[src/rtl/dds_multiwave_gen.sv]
// DDS waveform generator: phase accumulator, quarter-wave sine ROM and a 3-stage sample pipeline.
// Mode, frequency word and attenuation retune on phase wrap so the output never glitches mid-cycle.
module dds_multiwave_gen #(
  parameter int PHASE_W = 24,
  parameter int DATA_W  = 8,
  parameter int LUT_AW  = 8
) (
  input  logic               clk,
  input  logic               rst_n,
  input  logic               en,
  input  logic [2:0]         mode,
  input  logic [PHASE_W-1:0] freq_word,
  input  logic [2:0]         ampl_shift,
  input  logic               wave_load,
  output logic [DATA_W-1:0]  dac_da,
  output logic               dac_wra,
  output logic               dac_sleep,
  output logic               load_pend,
  output logic               phase_wrap
);

  localparam int QAW = LUT_AW - 2;
  localparam int QD  = 1 << QAW;
  localparam int MW  = DATA_W - 1;
  localparam logic [DATA_W-1:0] MID    = {1'b1, {MW{1'b0}}};
  localparam logic [DATA_W-1:0] MID_M1 = MID - DATA_W'(1);

  // Half-sample-offset quarter wave from Bhaskara's rational sine approximation, so the
  // mirrored quadrants (~index) land on exactly symmetric phases.
  function automatic logic [QD*MW-1:0] build_sine();
    logic [QD*MW-1:0] t;
    int k, p, num, den;
    t = '0;
    for (int i = 0; i < QD; i++) begin
      k   = 2 * i + 1;
      p   = k * (4 * QD - k);
      num = ((1 << MW) - 1) * 16 * p;
      den = 5 * (4 * QD) * (4 * QD) - 4 * p;
      t[i*MW +: MW] = MW'((2 * num + den) / (2 * den));
    end
    return t;
  endfunction

  localparam logic [QD*MW-1:0] SINE_ROM = build_sine();

  function automatic logic [DATA_W-1:0] scale_lut(input logic [LUT_AW-1:0] x);
    logic [LUT_AW+DATA_W-1:0] w;
    w = {x, {DATA_W{1'b0}}};
    return w[LUT_AW+DATA_W-1 -: DATA_W];
  endfunction

  typedef struct packed {
    logic [2:0]         mode;
    logic [PHASE_W-1:0] freq;
    logic [2:0]         shift;
  } cfg_t;

  typedef enum logic [1:0] {ST_IDLE = 2'd0, ST_RUN = 2'd1, ST_PEND = 2'd2} state_t;

  state_t             state_q;
  logic [PHASE_W-1:0] acc_q;
  cfg_t               active_q, shadow_q, load_d;
  logic               phase_wrap_q, load_pend_q;
  logic [PHASE_W:0]   sum_d;

  logic               s1_vld_q, s2_vld_q;
  logic [LUT_AW-1:0]  s1_a_q;
  logic [MW-1:0]      s1_mag_q;
  logic [2:0]         s1_mode_q, s1_shift_q, s2_shift_q;
  logic [DATA_W-1:0]  s2_s_q, dac_da_q;
  logic               dac_wra_q, dac_sleep_q;

  logic [LUT_AW-1:0]  a_d, tri_d;
  logic [QAW-1:0]     idx_d;
  logic [MW-1:0]      mag_d;
  logic [DATA_W-1:0]  samp_d, out_d;
  logic signed [DATA_W:0] dev_d, shd_d;
  logic               sleep_d;

  // Accumulator sum, quadrant-folded ROM address and sleep condition.
  always_comb begin
    load_d = {mode, freq_word, ampl_shift};
    sum_d  = {1'b0, acc_q} + {1'b0, active_q.freq};
    a_d    = acc_q[PHASE_W-1 -: LUT_AW];
    if (a_d[LUT_AW-2]) begin
      idx_d = ~a_d[QAW-1:0];
    end else begin
      idx_d = a_d[QAW-1:0];
    end
    mag_d   = SINE_ROM[int'(idx_d)*MW +: MW];
    sleep_d = !en && (state_q == ST_IDLE) && !s1_vld_q && !s2_vld_q;
  end

  // Raw waveform sample (S2 input) and attenuated DAC code (S3 input).
  always_comb begin
    if (s1_a_q[LUT_AW-1]) begin
      tri_d = ~{s1_a_q[LUT_AW-2:0], 1'b0};
    end else begin
      tri_d = {s1_a_q[LUT_AW-2:0], 1'b0};
    end
    case (s1_mode_q)
      3'd1: begin
        if (s1_a_q[LUT_AW-1]) samp_d = MID_M1 - {1'b0, s1_mag_q};
        else                  samp_d = MID + {1'b0, s1_mag_q};
      end
      3'd2:    samp_d = s1_a_q[LUT_AW-1] ? {DATA_W{1'b0}} : {DATA_W{1'b1}};
      3'd3:    samp_d = scale_lut(tri_d);
      3'd4:    samp_d = scale_lut(s1_a_q);
      default: samp_d = MID;
    endcase
    dev_d = $signed({1'b0, s2_s_q}) - $signed({1'b0, MID});
    shd_d = dev_d >>> s2_shift_q;
    out_d = MID + shd_d[DATA_W-1:0];
  end

  // Control FSM: accumulator, active/shadow settings, wrap and pending flags.
  always_ff @(posedge clk or negedge rst_n) begin
    if (!rst_n) begin
      state_q      <= ST_IDLE;
      acc_q        <= '0;
      active_q     <= '0;
      shadow_q     <= '0;
      phase_wrap_q <= 1'b0;
      load_pend_q  <= 1'b0;
    end else begin
      phase_wrap_q <= 1'b0;
      if (!en) begin
        state_q     <= ST_IDLE;
        acc_q       <= '0;
        load_pend_q <= 1'b0;
        if (wave_load) begin
          shadow_q <= load_d;
          if (state_q == ST_IDLE) active_q <= load_d;
        end
      end else begin
        case (state_q)
          ST_IDLE: begin
            if (wave_load) begin
              shadow_q <= load_d;
              active_q <= load_d;
            end
            acc_q   <= '0;
            state_q <= ST_RUN;
          end
          ST_RUN: begin
            acc_q        <= sum_d[PHASE_W-1:0];
            phase_wrap_q <= sum_d[PHASE_W];
            if (wave_load) begin
              shadow_q    <= load_d;
              state_q     <= ST_PEND;
              load_pend_q <= 1'b1;
            end
          end
          ST_PEND: begin
            acc_q        <= sum_d[PHASE_W-1:0];
            phase_wrap_q <= sum_d[PHASE_W];
            if (sum_d[PHASE_W]) begin
              active_q    <= wave_load ? load_d : shadow_q;
              shadow_q    <= wave_load ? load_d : shadow_q;
              state_q     <= ST_RUN;
              load_pend_q <= 1'b0;
            end else if (wave_load) begin
              shadow_q <= load_d;
            end
          end
          default: begin
            state_q     <= ST_IDLE;
            acc_q       <= '0;
            load_pend_q <= 1'b0;
          end
        endcase
      end
    end
  end

  // Sample pipeline; settings travel with each sample so a retune never mixes stages.
  always_ff @(posedge clk or negedge rst_n) begin
    if (!rst_n) begin
      s1_vld_q    <= 1'b0;
      s1_a_q      <= '0;
      s1_mag_q    <= '0;
      s1_mode_q   <= 3'd0;
      s1_shift_q  <= 3'd0;
      s2_vld_q    <= 1'b0;
      s2_s_q      <= MID;
      s2_shift_q  <= 3'd0;
      dac_da_q    <= MID;
      dac_wra_q   <= 1'b0;
      dac_sleep_q <= 1'b1;
    end else begin
      s1_vld_q    <= (state_q != ST_IDLE);
      s1_a_q      <= a_d;
      s1_mag_q    <= mag_d;
      s1_mode_q   <= active_q.mode;
      s1_shift_q  <= active_q.shift;
      s2_vld_q    <= s1_vld_q;
      s2_s_q      <= samp_d;
      s2_shift_q  <= s1_shift_q;
      dac_wra_q   <= s2_vld_q;
      dac_da_q    <= s2_vld_q ? out_d : MID;
      dac_sleep_q <= sleep_d;
    end
  end

  assign dac_da     = dac_da_q;
  assign dac_wra    = dac_wra_q;
  assign dac_sleep  = dac_sleep_q;
  assign load_pend  = load_pend_q;
  assign phase_wrap = phase_wrap_q;

endmodule

[config.mk]
export PLATFORM = sky130hd
export DESIGN_NAME = dds_multiwave_gen
export DESIGN_NICKNAME = d
export VERILOG_FILES = /design/src/rtl/dds_multiwave_gen.sv
export SDC_FILE = /design/constraint.sdc
export NUM_CORES = 1
export LEC_CHECK = 0
export CORE_MARGIN = 4
export CORE_UTILIZATION = 45
export DETAILED_ROUTE_END_ITERATION = 8
export MAX_ROUTING_LAYER = met4
export PLACE_DENSITY = 0.64
export RECOVER_POWER = 50
export SKIP_CTS_REPAIR_TIMING = 1
export SYNTH_ARGS = -nofsm -noshare
export SYNTH_HDL_FRONTEND = slang
export SYNTH_SLANG_ARGS = --single-unit
export TNS_END_PERCENT = 5
[constraint.sdc]
create_clock -name clk -period 2.6 [get_ports clk]
set_clock_uncertainty 0.05 [all_clocks]
set_input_delay 0.26 -clock clk [delete_from_list [all_inputs] [get_ports clk]]
set_output_delay 0.26 -clock clk [all_outputs]
set_load 0.01 [all_outputs]
==> impl_metrics.ini, run 1 <==
[status]
status = complete, but fails checks
violations = negative setup slack

[sta]
whs_ns = 0.2987
final.setup.worst_slack_ns = -0.01980
setup_viol = 11
relSlewSlack = 0.1336
rsz0062_at_grt = yes
worst_slew_pin_slew_ns = 1.300
min_period_over_period = 1.008
min_period_ns = 2.620
maxSlewViolCount = 0
hold_viol_final = 0
max_freq_mhz = 381.7

[clock_tree]
clkLatencyLatePin_ns = 0.42
htreeDepth = 4
clk_pin_slew_ns = 0.06
cts_num_sinks = 132
cts_tree = yes
numCtsBuffers = 17
cts_max_path_buffers = 2
cts-root-buf = clkbuf_16

[run]
maxCapViolCount = 0

[critical_path]
cp_data_arrival_time_ns = 2.88
end_kind = register
critPathSlowestCell = dfrtp_1
path_max_fanout = 7
max_stage_delay_ns = 0.39
path_class = reg2reg
worst-path-buf-inv = 1
startpoint_type = register
critPathTopFamily = compound AO/OA/AOI/OAI gates
worstPathRequired_ns = 2.86
cp_cell_sequence = ha_2 -> fa_2 -> a21o_1 -> a221o_1 -> and4_4 -> o2111ai_4 -> a21oi_4 -> clkbuf_16 -> mux2_4

[floorplan]
core-area_um2 = 16060
die_h_um = 136.9
die_area_um2 = 18750
num_rows = 46
start_util = 0.4659
top_level_ports = 46
dieWidth_um = 136.9

[finish]
drive_gt1_frac = 0.2284
syn_to_final_growth_pct = 20.79
nets = 834
final_util = 0.5627
diodes = 0

[routing]
vias = 5505
drc = 0
drt-total-wl_um = 16240
vias_per_cell = 5.555
ant_nets = 0
wire_per_inst_um = 16.39
dr.pass1.iters = 5
drt-initial-drc-count = 375

[synthesis]
synth_edf_count = 0
netlist_top_cells_count = dfrtp_1 (129), mux2_2 (62), a21oi_1 (48)
synth.cell_area_um2 = 7481
synth_warnings = 0
synth.distinct_cells = 63
yosys-top-cells-area = dfrtp_1 (43%), mux2_2 (9.3%), ha_1 (6.2%)
synth_fp_nets = 761
yosys.area.top_type_share = 0.4315
synth_top_cell_by_area = dfrtp_1
syn_avg_cell_area_um2 = 10.86
syn_inst = 689
synthFlopType = dfrtp_1
synth-seq-cells = 132
synth_most_common_cell = dfrtp_1
synthArstFlopShare = 1.000
synth_seq_area_share = 0.4420

[pwr]
p_leak_nw = 4.035
p_per_area_nw_per_um2 = 1161
ir_drop_uv = 622.1

[min_path]
hold_path_class = reg2reg

[global_route]
antenna_found_initial = 0
grt_use_total = 0.1885
grt-ovfl-total = 0
grt_max_degree = 52
grt_pass1_wl_um = 27410
grt_pass1_vias = 5700

[place]
routabilityCongestion = 0.8701
dp_hpwl_um = 11450
port_buffers = 45
==> power by group <==
part	internal, W	switching [W]	total, W
registers	0.00270	0.000507	0.00321
logic	0.00236	0.00255	0.00491
clock network	0.00143	0.000945	0.00237
==> layout by cell type (no fill, tap or decap), types with 9 or more instances in the layout <==
cell and n:
o211ai_1 9, nand2_1 45, clkdlybuf4s50_1 44, and3_1 10, ha_1 36, a21o_1 14, a21oi_1 48, nand2b_1 11
o21ai_0 39, dfrtp_1 129, o21a_1 10, nor2_1 31, mux2_2 62, nand3_1 13, xnor2_1 18, buf_4 31
nor3_1 15, mux2_4 30, mux2i_1 9, clkbuf_16 18, nor2b_1 10, inv_1 14
==> stage by stage <==
step	worst slack, ns	power, W	TNS [ns]	instances	area, um2
floorplan	-0.05850	0.006623	-1.755	689	7493
global placement	0.002478	0.007955	0	957	8421
detailed placement	-0.02783	0.008066	-0.3974	957	8421
CTS	-0.05450	0.01049	-1.073	989	9005
global route	-0.1376	0.01130	-3.877	991	9036
finish	-0.01980	0.01049	-0.1445	991	9036
==> layout make-up <==
cell class | instances | area, um2
clock buffers | 19 | 432.9
repair buffers | 89 | 800.8
clock inverters | 13 | 151.4
inverters | 14 | 52.55
flip-flops and latches | 132 | 3307
well taps | 216 | 270.3
multi-input cells | 508 | 4021
fillers | 1331 | 7022
==> flip-flops by register name, summed over array words and instances (netlist names), 2 cells and up <==
name and cells:
acc_q 24, active_q 30, dac_da 8, s1_a_q 8
s1_mag_q 7, s1_mode_q 3, s1_shift_q 3, s2_s_q 8
s2_shift_q 3, shadow_q 30, state_q 2
==> cell families after synthesis <==
family                     synth area share
AOI/OAI and AO/OA                    0.1524
xor gates and xnor gates            0.03161
adders and majority gates           0.06456
buffers and inverters               0.02927
DFF                                  0.4420
muxes                                0.1686
and+or+nand+nor                      0.1116
==> per-layer routing <==
metal | global-route usage | part of all wire | up-vias
met3 | 0.04007 | 0.033 | 34
met5 | - | 0 | -
met4 | 0.07151 | 0.026 | 0
met2 | 0.3098 | 0.50 | 116
li1 | - | - | 2668
met1 | 0.2287 | 0.44 | 2687
==> final timing paths <==
path | startpoint | end | slack [ns] | depth (start not counted)
max reg2reg | active_q[3]$_DFFE_PN0P_ | active_q[7]$_DFFE_PN0P_ | -0.02 | 9
max in group asynchronous | rst_n | s2_s_q[1]$_DFF_PN0_ | 0.51 | 3
min | s1_shift_q[2]$_DFF_PN0_ | s2_shift_q[2]$_DFF_PN0_ | 0.30 | 0
min in group asynchronous | rst_n | s1_mag_q[0]$_DFF_PN0_ | 0.62 | 2
min reg2reg | s1_shift_q[2]$_DFF_PN0_ | s2_shift_q[2]$_DFF_PN0_ | 0.30 | 0
max | active_q[3]$_DFFE_PN0P_ | active_q[7]$_DFFE_PN0P_ | -0.02 | 9
Note: power is estimated with default switching activity, not from simulation.
==> run 2, diff against run 1 <==
--- a/config.mk
+++ b/config.mk
@@ -8,8 +8,7 @@
 export CORE_MARGIN = 4
 export CORE_UTILIZATION = 45
 export DETAILED_ROUTE_END_ITERATION = 8
-export MAX_ROUTING_LAYER = met4
-export PLACE_DENSITY = 0.64
+export PLACE_DENSITY = 0.61
 export RECOVER_POWER = 50
 export SKIP_CTS_REPAIR_TIMING = 1
 export SYNTH_ARGS = -nofsm -noshare
==> constraint.sdc (replaced) <==
create_clock -name clk -period 2.59 [get_ports clk]
set_clock_uncertainty 0.05 [all_clocks]
set_input_delay 0.259 -clock clk [delete_from_list [all_inputs] [get_ports clk]]
set_output_delay 0.259 -clock clk [all_outputs]
set_load 0.01 [all_outputs]
==> run 2 against run 1 <==
Against the previous run:
- the run ends with max-capacitance violations, max-slew violations, negative setup slack left
- sequential share of layout area down 0.40 points
- first-iteration DRC count down 44%
- sequential power about the same
- final cell count up 0.30%
- critical path depth unchanged
- utilization up 0.62 points
- global-route usage up 0.47 points
- via count down 0.64%
- routed wire length up 5.4%
==> impl_metrics.ini, run 2 (synthesis results as in run 1) <==
[floorplan]
top_level_ports = 46
dieWidth_um = 136.9
die_area_um2 = 18750
die_h_um = 136.9
start_util = 0.4659
core-area_um2 = 16060
num_rows = 46

[critical_path]
worst_r2r_endpoint = active_q[14]$_DFFE_PN0P_
rr_startpoint = active_q[3]$_DFFE_PN0P_
cp_cell_sequence = ha_2 -> fa_2 -> a21o_1 -> a221o_1 -> and4_4 -> o2111ai_4 -> a21oi_4 -> clkbuf_16 -> mux2_4
end_kind = register
path_max_fanout = 7
startpoint_type = register
worstPathRequired_ns = 2.84
rr_worst_depth = 9
rrSetupSlack_ns = -0.05
max_stage_delay_ns = 0.39
path_class = reg2reg
critPathSlowestCell = dfrtp_1
cp_data_arrival_time_ns = 2.89

[routing]
drt-initial-drc-count = 209
vias_per_cell = 5.503
routed-wl-met2_um = 8926
drt-total-wl_um = 17120
drc = 0
ant_nets = 0
drt-met1-wl_um = 7435
route.met3.wl_um = 502
vias = 5470
wire_per_inst_um = 17.22
top_layer = met4
dr.pass1.iters = 4

[clock_tree]
cts_max_path_buffers = 2
clkLatencyLatePin_ns = 0.42
cts_num_sinks = 132
numCtsBuffers = 17
cts_tree = yes
cts-root-buf = clkbuf_16
htreeDepth = 4
clk_pin_slew_ns = 0.06

[pwr]
p_int_w = 0.006879
p_per_area_nw_per_um2 = 1194
seqPwrFrac = 0.297
combPwrFrac = 0.457
total_power_w = 0.01091
p_leak_nw = 4.085
p_clk_frac = 0.247
switchingPower_w = 0.004030
switching_share = 0.3695
ir_drop_uv = 648.2

[sta]
setup_viol = 30
min_period_ns = 2.641
setup_tns_ns = -0.8411
max_freq_mhz = 378.7
maxSlewViolCount = 74
min_period_over_period = 1.020
rsz0062_at_grt = yes
final.setup.worst_slack_ns = -0.05090
hold_viol_final = 0
worst_slew_pin_slew_ns = 1.814
relSlewSlack = -0.2090

[place]
dp_hpwl_um = 11920
port_buffers = 45
placed_area_um2 = 8423
routabilityCongestion = 0.9129
place_ws_ns = -0.05106

[finish]
fin_area_um2 = 9135
final_common_cell = dfrtp_1
nets = 837
syn_to_final_growth_pct = 22.11
top_regs = active_q (30), shadow_q (30), acc_q (24)
diodes = 0
final_cell_mix = dfrtp_1 (129), mux2_2 (62), a21oi_1 (48)
drive_gt1_frac = 0.2326

[global_route]
antenna_found_initial = 0
grt_pass1_wl_um = 28460
grt_max_degree = 74
grt_pass1_vias = 5788
grt_use_total = 0.1932
grt-ovfl-total = 0

[min_path]
hold_path_class = reg2reg
min_from = s1_shift_q[0]$_DFF_PN0_
hold_depth = 0
whs_endpoint = s2_shift_q[0]$_DFF_PN0_

[run]
maxCapViolCount = 1

[status]
status = complete, but fails checks
violations = max-capacitance violations, max-slew violations, negative setup slack
==> run 2: cell count changes in the layout (fill, tap and decap cells not counted), sizes merged <==
| cell | delta |
|---|---|
| clkbuf | -2 |
| inv | -2 |
| clkinvlp | +1 |
| clkinv | -4 |
| bufinv | +3 |
| buf | +7 |
==> run 2: per-layer routing <==
layer	global-route usage	vias up
li1	-	2663
met3	0.04449	16
met2	0.3376	94
met1	0.2346	2697
met4	0.06486	0
met5	0	-
==> run 2: area by class of cell <==
cell class / count / area (um2)
Sequential cell: 132 / 3307
Clock buffer: 21 / 470.5
Tap cell: 216 / 270.3
Timing Repair Buffer: 92 / 823.3
Multi-Input combinational cell: 508 / 4014
Fill cell: 1339 / 6923
Clock inverter: 11 / 197.7
Inverter: 14 / 52.55
==> run 2: worst max path at each step <==
stage | cells after the start | slack, ns | from | end
2_1_floorplan | 10 | -0.07 | active_q[3]$_DFFE_PN0P_ | active_q[0]$_DFFE_PN0P_
3_3_place_gp | 9 | -0.004 | active_q[3]$_DFFE_PN0P_ | active_q[26]$_DFFE_PN0P_
3_5_place_dp | 9 | -0.05 | active_q[3]$_DFFE_PN0P_ | active_q[0]$_DFFE_PN0P_
4_1_cts | 9 | -0.07 | active_q[3]$_DFFE_PN0P_ | active_q[0]$_DFFE_PN0P_
5_1_grt | 9 | -0.14 | active_q[3]$_DFFE_PN0P_ | active_q[17]$_DFFE_PN0P_
6_report | 9 | -0.05 | active_q[3]$_DFFE_PN0P_ | active_q[14]$_DFFE_PN0P_
==> run 2: power by group through the flow <==
stage	logic [W]	clock network, W	registers [W]
after floorplan	0.00359	0	0.00305
after global placement	0.00476	0	0.00324
after detailed placement	0.00486	0	0.00327
after CTS	0.00492	0.00274	0.00324
after global routing	0.00552	0.00284	0.00332
final	0.00498	0.00269	0.00324
==> run 2: stage by stage <==
step,util,cells,hold WS (ns)
after floorplan,-,689,-0.08659
final,0.5689,994,0.2966
after global routing,0.5689,994,0.3050
after global placement,0.5245,959,0.2627
after detailed placement,0.5245,959,0.2702
after CTS,0.5662,991,-0.1788
==> run 2: worst max-delay path: cells and delay by family, from the launching register on <==
kind,cells,cell delay (ns)
multiplexers,1,0.30
AND/OR/NAND/NOR,1,0.17
AO/OA/AOI/OAI,4,0.87
adder cells (fa/ha/maj),2,0.54
buffers and inverters,1,0.20
flip-flops,1,0.39
